## config.mk

```make
export PLATFORM = sky130hd
export DESIGN_NAME = scan_seq_ctl
export DESIGN_NICKNAME = d
export VERILOG_FILES = /design/src/rtl/scan_seq_ctl.sv
export SDC_FILE = /design/constraint.sdc
export NUM_CORES = 1
export LEC_CHECK = 0
export CAP_MARGIN = 20
export CORE_UTILIZATION = 60
export CTS_BUF_LIST = sky130_fd_sc_hd__clkbuf_8
export CTS_CLUSTER_SIZE = 24
export DETAILED_ROUTE_END_ITERATION = 8
export DONT_BUFFER_PORTS = 1
export GPL_ROUTABILITY_DRIVEN = 0
export GPL_TIMING_DRIVEN = 0
export PLACE_DENSITY = 0.76
export REMOVE_ABC_BUFFERS = 1
export SYNTH_ARGS = -nofsm -noshare
export SYNTH_HDL_FRONTEND = slang
export SYNTH_SLANG_ARGS = --single-unit
```

## constraint.sdc

```tcl
create_clock -name clk_i -period 3.13 [get_ports clk_i]
set_input_delay 0.313 -clock clk_i [delete_from_list [all_inputs] [get_ports clk_i]]
set_output_delay 0.313 -clock clk_i [all_outputs]
set_load 0.01 [all_outputs]
```

## src/rtl/scan_seq_ctl.sv

```systemverilog
// scan_seq_ctl: on-chip scan pattern sequencer.
//
// Streams load data into NCHAIN scan chains, sequences shift/capture phases
// and compares unloaded scan-out against expected/mask data. Unload of
// pattern p overlaps the load of pattern p+1, so a run of npat patterns
// takes npat+1 shift passes; the last pass is unload-only.
//
// Ports:
//   clk_i, srst_i          clock, synchronous active-high reset
//   start_i, abort_i       begin sequence (pulse) / terminate sequence
//   npat_i                 pattern count, sampled on start
//   din_vld_i/din_rdy_o    stream beat handshake
//   din_si_i/exp_i/msk_i   scan-in, expected scan-out, don't-care mask
//   so_i / si_o            chain scan-outs / registered chain scan-ins
//   se_o, sclk_en_o        scan enable, one shift per sclk_en pulse
//   cap_en_o               capture clock enable
//   busy_o, done_o         in progress / one-cycle completion pulse
//   aborted_o              last sequence ended by abort
//   fail_cnt_o             saturating miscompare-cycle count
//   ff_vld_o/pat_o/idx_o   first failure location
module scan_seq_ctl #(
    parameter int NCHAIN = 4,
    parameter int CHLEN  = 32,
    parameter int NCAP   = 1,
    parameter int PATW   = 12,
    parameter int FCW    = 16,
    localparam int IDXW  = (CHLEN > 1) ? $clog2(CHLEN) : 1
) (
    input  logic              clk_i,
    input  logic              srst_i,
    input  logic              start_i,
    input  logic              abort_i,
    input  logic [PATW-1:0]   npat_i,
    input  logic              din_vld_i,
    output logic              din_rdy_o,
    input  logic [NCHAIN-1:0] din_si_i,
    input  logic [NCHAIN-1:0] din_exp_i,
    input  logic [NCHAIN-1:0] din_msk_i,
    input  logic [NCHAIN-1:0] so_i,
    output logic [NCHAIN-1:0] si_o,
    output logic              se_o,
    output logic              sclk_en_o,
    output logic              cap_en_o,
    output logic              busy_o,
    output logic              done_o,
    output logic              aborted_o,
    output logic [FCW-1:0]    fail_cnt_o,
    output logic              ff_vld_o,
    output logic [PATW-1:0]   ff_pat_o,
    output logic [IDXW-1:0]   ff_idx_o
);

    typedef enum logic [2:0] {
        S_IDLE, S_SHIFT, S_SETUP, S_CAP, S_HOLD, S_FIN
    } state_t;

    state_t            state_q, state_d;
    logic [PATW-1:0]   npat_q, pass_q;
    logic [IDXW-1:0]   idx_q;
    logic [1:0]        capcnt_q;
    logic [NCHAIN-1:0] si_q;
    logic              done_q, aborted_q, ff_vld_q;
    logic [FCW-1:0]    fail_cnt_q;
    logic [PATW-1:0]   ff_pat_q;
    logic [IDXW-1:0]   ff_idx_q;

    logic              busy, start_take, abort_take, beat, last_beat, final_pass;
    logic [NCHAIN-1:0] mism;

    assign busy       = (state_q == S_SHIFT) || (state_q == S_SETUP) ||
                        (state_q == S_CAP)   || (state_q == S_HOLD);
    assign start_take = start_i && !busy;
    // abort wins over the in-cycle beat and over any state change
    assign abort_take = abort_i && busy;
    assign beat       = (state_q == S_SHIFT) && din_vld_i && !abort_i;
    assign last_beat  = beat && (idx_q == IDXW'(CHLEN - 1));
    // pass == npat is the trailing unload-only pass
    assign final_pass = (pass_q == npat_q);
    assign mism       = (so_i ^ din_exp_i) & ~din_msk_i;

    // state register
    always_ff @(posedge clk_i) begin
        if (srst_i) state_q <= S_IDLE;
        else        state_q <= state_d;
    end

    // next state
    always_comb begin
        state_d = state_q;
        case (state_q)
            S_IDLE, S_FIN: begin
                state_d = S_IDLE;
                if (start_i) state_d = (npat_i == '0) ? S_FIN : S_SHIFT;
            end
            S_SHIFT: if (last_beat) state_d = final_pass ? S_FIN : S_SETUP;
            S_SETUP: state_d = S_CAP;
            S_CAP:   if (capcnt_q == 2'(NCAP - 1)) state_d = S_HOLD;
            S_HOLD:  state_d = S_SHIFT;
            default: state_d = S_IDLE;
        endcase
        if (abort_take) state_d = S_IDLE;
    end

    // outputs
    always_comb begin
        se_o      = (state_q == S_SHIFT);
        din_rdy_o = (state_q == S_SHIFT) && !abort_i;
        sclk_en_o = beat;
        cap_en_o  = (state_q == S_CAP);
        busy_o    = busy;
    end

    // datapath and result registers
    always_ff @(posedge clk_i) begin
        if (srst_i) begin
            npat_q     <= '0;
            pass_q     <= '0;
            idx_q      <= '0;
            capcnt_q   <= '0;
            si_q       <= '0;
            done_q     <= 1'b0;
            aborted_q  <= 1'b0;
            fail_cnt_q <= '0;
            ff_vld_q   <= 1'b0;
            ff_pat_q   <= '0;
            ff_idx_q   <= '0;
        end else begin
            // done is raised for the FIN cycle or the cycle after an abort
            done_q   <= (state_d == S_FIN) || abort_take;
            capcnt_q <= (state_q == S_CAP) ? capcnt_q + 2'd1 : 2'd0;
            if (state_q == S_HOLD) pass_q <= pass_q + 1'b1;
            if (start_take) begin
                npat_q     <= npat_i;
                pass_q     <= '0;
                idx_q      <= '0;
                si_q       <= '0;
                aborted_q  <= 1'b0;
                fail_cnt_q <= '0;
                ff_vld_q   <= 1'b0;
                ff_pat_q   <= '0;
                ff_idx_q   <= '0;
            end
            if (abort_take) aborted_q <= 1'b1;
            if (beat) begin
                si_q  <= final_pass ? '0 : din_si_i;
                idx_q <= last_beat ? '0 : idx_q + 1'b1;
                // pass 0 unloads nothing meaningful, so no compare there
                if ((pass_q != '0) && (mism != '0)) begin
                    if (fail_cnt_q != '1) fail_cnt_q <= fail_cnt_q + 1'b1;
                    if (!ff_vld_q) begin
                        ff_vld_q <= 1'b1;
                        ff_pat_q <= pass_q - 1'b1;
                        ff_idx_q <= idx_q;
                    end
                end
            end
        end
    end

    assign si_o       = si_q;
    assign done_o     = done_q;
    assign aborted_o  = aborted_q;
    assign fail_cnt_o = fail_cnt_q;
    assign ff_vld_o   = ff_vld_q;
    assign ff_pat_o   = ff_pat_q;
    assign ff_idx_o   = ff_idx_q;

endmodule

```

==> tab_implementation.tex <==
\begin{tabular}{lr}
\hline
Metric & Value \\
\hline
\multicolumn{2}{l}{\textbf{Clocking}} \\
Inserted Clock Buffers & 9 \\
Number of clock sinks & 74 \\
Deepest level of the CTS H-tree & 3 \\
Longest Clk Path Bufs & 2 \\
Post-cts gate resize count & 0 \\
Clock transition at the registers of the reported paths & approximately 80 ps \\
Buffer type at the clock tree root & sky130\_fd\_sc\_hd\_\_clkbuf\_8 \\
Post-CTS repair timing setup buffer count & 0 \\
Skew-Pair Late Insertion Delay & $\sim$360 ps \\
Number of hold-repair buffers added at the cts stage & 0 \\
Clock tree from TritonCTS & built \\
\multicolumn{2}{l}{\textbf{Routing}} \\
WL/cell & 16.0 um \\
Post-Route WL & 8310 um \\
Iteration-0 DRC count of the detailed router & 133 \\
Antenna violation net count after detailed routing & 0 \\
Vias per cell & 6.12 \\
DRC viols & 0 \\
Via total after detailed routing & 3174 \\
Number of iterations in the first detailed-routing pass & 4 \\
\multicolumn{2}{l}{\textbf{Synth}} \\
Unique masters post-synth & 61 \\
Number of synthesized register bits & 74 \\
Top cells by area, synth & sky130\_fd\_sc\_hd\_\_dfxtp\_1 (39\%), sky130\_fd\_sc\_hd\_\_xnor2\_1 (6.5\%), sky130\_fd\_sc\_hd\_\_a21oi\_1 (6.3\%) \\
Synthesized area divided by synthesized cell count & 8.28 um\^{}2 \\
Main synth FF type & sky130\_fd\_sc\_hd\_\_dfxtp\_1 \\
Post-synthesis cell area & 0.00379 mm\^{}2 \\
FFs w/ async S/R, synth & 0\% \\
Sequential element share of the synthesized area & 39.1\% \\
Top-area cell type share of the netlist area & 39.1\% \\
Cell type with the highest aggregate area in the netlist & sky130\_fd\_sc\_hd\_\_dfxtp\_1 \\
Number of flops mapped to enable cells by yosys & 0 \\
Syn Inst Count & around 460 \\
Count of yosys warnings during synthesis & 0 \\
\multicolumn{2}{l}{\textbf{GRT}} \\
Total track usage & 25.7\% \\
Largest net degree at the start of global routing & 58 \\
Initial antenna violation count & 0 \\
Via count of the first global-routing pass & 2810 \\
Global-route wire length before repair & 13000 um \\
Total global routing overflow & 0 \\
\multicolumn{2}{l}{\textbf{Power and ir drop}} \\
Worst IR Drop VDD & 0.335 mV \\
Total power & 1.85 mW \\
Static Leakage & $\sim$1.3 nW \\
Pwr/cell area & 468 mW/mm\^{}2 \\
\multicolumn{2}{l}{\textbf{Setup path}} \\
Startpoint Class & flip-flop \\
Internal reg-to-reg setup slack & 400 ps \\
WS Path Type & flip-flop to flip-flop \\
Worst path arrival time & 3040 ps \\
Required time worst endpoint & 3440 ps \\
Worst-path fanout max & 18 \\
Crit path capture type & flip-flop \\
\multicolumn{2}{l}{\textbf{Placed design}} \\
\# port buffers & 0 \\
DPL Wire Length & 5830 um \\
Area after DPL & 0.00375 mm\^{}2 \\
Post-Place Setup Slack & 389 ps \\
\multicolumn{2}{l}{\textbf{STA}} \\
Unrepaired setup endpoints after global routing & false \\
Post-route worst setup slack & 395 ps \\
Worst max-slew margin expressed relative to the limit & 45.8\% \\
Worst clock skew & 4.55 ps \\
Max Fclk & 366 MHz \\
Number of slew-limit violations in the final report & 0 \\
Time the worst path needs with I/O delays and setup & 2730 ps \\
Transition at the pin with the smallest max-transition slack & 813 ps \\
Final period utilization & $\sim$87\% \\
Final-report setup violation count & 0 \\
Final number of hold-violating endpoints & 0 \\
\multicolumn{2}{l}{\textbf{Floorplanning}} \\
Die outline area & 0.00664 mm\^{}2 \\
Initial core utilization & 63.0\% \\
Core Box Area & 0.00603 mm\^{}2 \\
Top-level I/O count & 78 \\
Die height & 81.5 um \\
DIE WIDTH & 81.5 um \\
Site Rows & 28 \\
\multicolumn{2}{l}{\textbf{Run status}} \\
Status & finished, final reports clean \\
\multicolumn{2}{l}{\textbf{Final layout}} \\
Layout overhead on the synthesized area & 4.32\% \\
Cell area after layout & 0.00396 mm\^{}2 \\
Ratio of cells with drive above 1 in the final layout & 7.66\% \\
Total Nets Final & 479 \\
N\_diodes & 0 \\
\multicolumn{2}{l}{\textbf{Worst hold path}} \\
Worst hold-check path type & primary input to flip-flop \\
\multicolumn{2}{l}{\textbf{Job}} \\
Number of max-cap violations & 0 \\
\hline
\end{tabular}
[final timing paths]
check,startpoint,to,depth (start not counted)
max,state_q[1]$_SDFF_PP0_,fail_cnt_o[0]$_SDFF_PP0_,5
min,srst_i,npat_q[1]$_SDFFE_PP0P_,1
max reg2reg,state_q[1]$_SDFF_PP0_,fail_cnt_o[0]$_SDFF_PP0_,5
min reg2reg,capcnt_q[0]$_SDFF_PP0_,capcnt_q[0]$_SDFF_PP0_,1
[cells in the mapped netlist, drive strengths merged (5+ instances only)]
cell / n
dfxtp: 74
nand2: 52
a21oi: 49
nand3: 45
nor2: 29
xnor2: 28
buf: 17
clkbuf: 14
nand4: 13
o21ai: 11
inv: 9
nor3: 9
xor2: 8
a21o: 7
a2111oi: 6
and3: 6
ha: 6
nand2b: 5
nor3b: 5
nor4: 5
or2: 5
or3: 5
[cell usage in the layout (no fill, tap or decap), drive strengths merged, types with 7 or more instances in the layout]
cell type / instances
xor2: 8
nor3: 9
a21o: 7
o21ai: 11
nand4: 13
xnor2: 28
nand2: 52
nand3: 45
dfxtp: 74
inv: 10
nor2: 29
a21oi: 49
clkbuf: 12
[metal layers]
metal | GRT usage [%] | vias up | wire (um)
met3 | 7.78 | 12 | 521
li1 | - | 1603 | -
met4 | 9.64 | 0 | 124
met2 | 40.8 | 79 | 3920
met1 | 32.7 | 1480 | 3740
met5 | 0 | - | 0
[stage by stage]
| step | util [%] | cells | TNS, ps | hold WS, ps |
|---|---|---|---|---|
| floorplan | - | 427 | 0 | 379 |
| global placement | 61.9 | 502 | -1490 | 390 |
| detailed placement | 62.3 | 504 | 0 | 388 |
| CTS | 65.7 | 519 | 0 | 15.4 |
| global route | 65.7 | 519 | 0 | 10.0 |
| finish | 65.7 | 519 | 0 | 17.9 |
[critical path, cell delays in order (launching register included)]
cell and delay [ps]:
sky130_fd_sc_hd__dfxtp_1 590, sky130_fd_sc_hd__nor3_1 170, sky130_fd_sc_hd__o21ai_2 660, sky130_fd_sc_hd__nand2b_1 590, sky130_fd_sc_hd__a21oi_4 450, sky130_fd_sc_hd__mux2_2 210
[final cells by class]
class                   count  area (um^2)
clock inverters             3         38.8
well taps                  75         93.8
flip-flops and latches     74         1480
inverters                  10         38.8
multi-input cells         343         2120
repair buffers              2         22.5
fillers                   535         2070
clock buffers              12          165
[cell families after synthesis]
group	Yosys count	share of synthesized area, %
AOI/OAI and AO/OA	101	17.5
adders and majority gates	6	1.98
xor gates and xnor gates	36	8.31
buffers and inverters	41	5.14
DFF	74	39.1
and+or+nand+nor	199	27.7
muxes	1	0.297
[state kept, by name, indices dropped and copies added (netlist names)]
signal      cells
state_q         3
ff_pat_o       12
npat_q         12
si_o            4
aborted_o       1
ff_vld_o        1
pass_q         12
ff_idx_o        5
done_o          1
idx_q           5
capcnt_q        2
fail_cnt_o     16
[power breakdown]
part,internal [mW],switching [mW]
registers,0.955,0.0135
logic,0.0407,0.0719
clock network,0.425,0.346
Note: power is estimated with default switching activity, not from simulation.
==> RTL edit, RTL diff (same flow settings) <==
The parameter `NCHAIN` goes from 4 to 2.
--- a/src/rtl/scan_seq_ctl.sv
+++ b/src/rtl/scan_seq_ctl.sv
@@ -21,3 +21,3 @@
 module scan_seq_ctl #(
-    parameter int NCHAIN = 4,
+    parameter int NCHAIN = 2,
     parameter int CHLEN  = 32,
Interface: changed (5 resized); port bits go from 78 to 68. The function was not compared with the original's and may differ.
==> RTL edit against the original RTL <==
Area after synthesis is 1.6% lower. Final area is 1.0% lower. Wire length is 4.1% lower. Worst setup slack worse by 0.00070 ns. Global-route usage is 0.33 points higher. Sequential cell count is 2 lower. Die area is 1.6% lower. Power is 1.2% lower. Count of clock-buffer cells in the layout is 1 higher. Synthesized cell count is 1.3% lower. Sequential power is 2.7% lower. Worst hold slack better by 0.0040 ns. Critical path type unchanged. Largest cell class unchanged. Highest routed layer unchanged.
==> RTL edit: results (changes against the original RTL) <==
sta:
  worst_pin_slew_ns: 0.848  # +0.0353 ns
  clock.fmax_mhz: 366  # about the same
layout:
  nNonClkInverters: 12  # +2
  nNetsFinal: 469  # -2.1%
  fillers: 547  # +2.2%
  clk_share_pct: 5.56  # +0.41 points
  buf_share_pct: 0  # -0.57 points
  instances_no_fill: 518  # -0.19%
  buffers: 0  # -2
  syn2layout_area_growth_pct: 4.96
  drive_above_1_share_pct: 9.93  # +2.3 points
  multi_input_area_share_pct: 54.0  # +0.47 points
  clock_buffers: 13  # +1
placement:
  place_worst_setup_slack_ns: 0.103  # -0.286 ns
  dp.final_hpwl_um: 5420  # -7.1%
  place_inst: 501  # -0.60%
pwr:
  power_leakage_nw: 1.39  # +4.8%
  vdd_drop_max_mv: 0.256  # -24%
  internal_power_mw: 1.41  # -0.46%
logic_synthesis:
  synthDistinctLibCells: 57  # -6.6%
  syn_area_per_cell_um2: 8.25  # -0.34%
  synth.area.top_cells: "dfxtp_1, nand2_1, xnor2_1"
  ys_seq_area_share_pct: 38.6  # -0.42 points
  synthTopCellsByCount: "dfxtp_1, nand2_1, a21oi_1"
worst_setup_path:
  cp_data_arrival_time_ns: 3.03  # about the same
  slowest_stage: "a21oi_2"
drt:
  vias_per_cell: 6.03  # -1.4%
  drtIter0Drc: 158  # +19%
  routed_wl_um: 7960  # -4.1%
grt:
  grtUsageTotal_pct: 26.0  # +0.33 points
  grt_first_pass_wirelength_um: 13300  # +2.3%
  first_global_vias: 2952  # +5.1%
cts:
  cts_sinks: 72  # -2.7%
run_status:
  status: "finished clean"
worst_hold_path:
  hold_end: "ff_idx_o[2]"
## RTL edit: cell types whose count changed in the layout (fill, tap and decap cells not counted), sizes merged, moves of 4 or more
cell	before	now
a32oi	4	0
nand4	13	8
a2111oi	6	0
nor3	9	13
or3	5	11
a21oi	49	53
nand2	52	67
nand3	45	30
xor2	8	12
## RTL edit: what timing repair did
action / CTS / global route
resized for setup: 0 / 0
endpoints found under the hold margin: 0 / 0
endpoints found under the setup margin: 0 / 14
setup buffers: 0 / 0
## RTL edit: layer usage
metal | track usage [%] | vias to the layer above | share of wire, %
met1 | 31.3 | 1486 | 45
met5 | 0 | - | 0
met2 | 44.1 | 79 | 48
met3 | 5.28 | 12 | 5.0
met4 | 12.3 | 0 | 1.9
li1 | - | 1546 | -
## RTL edit: logic make-up after synthesis
family	synth area share, %
flip-flops	38.6
AO/OA/AOI/OAI	16.2
XOR/XNOR	8.92
adder cells (fa/ha/maj)	2.01
buffers and inverters	5.26
multiplexers	0.302
AND/OR/NAND/NOR	28.7
## RTL edit: per-stage QoR
step	hold slack, ns	util, %	total power, mW	cell area [um^2]	TNS [ns]
after floorplan	0.375	-	1.03	3580	-0.0213
after CTS	0.00593	65.6	1.84	3910	0
after global placement	0.381	61.8	1.06	3680	-31.51
final	0.0220	65.8	1.83	3920	0
after global routing	0.00311	65.8	1.89	3920	0
after detailed placement	0.384	62.0	1.06	3690	0
## RTL edit: power by group through the flow
stage	logic [mW]	registers [mW]	clock network, mW
4_1_cts	0.0957	0.941	0.803
3_3_place_gp	0.0926	0.963	0
2_1_floorplan	0.0746	0.960	0
5_1_grt	0.111	0.943	0.841
6_report	0.0990	0.942	0.790
3_5_place_dp	0.0954	0.963	0
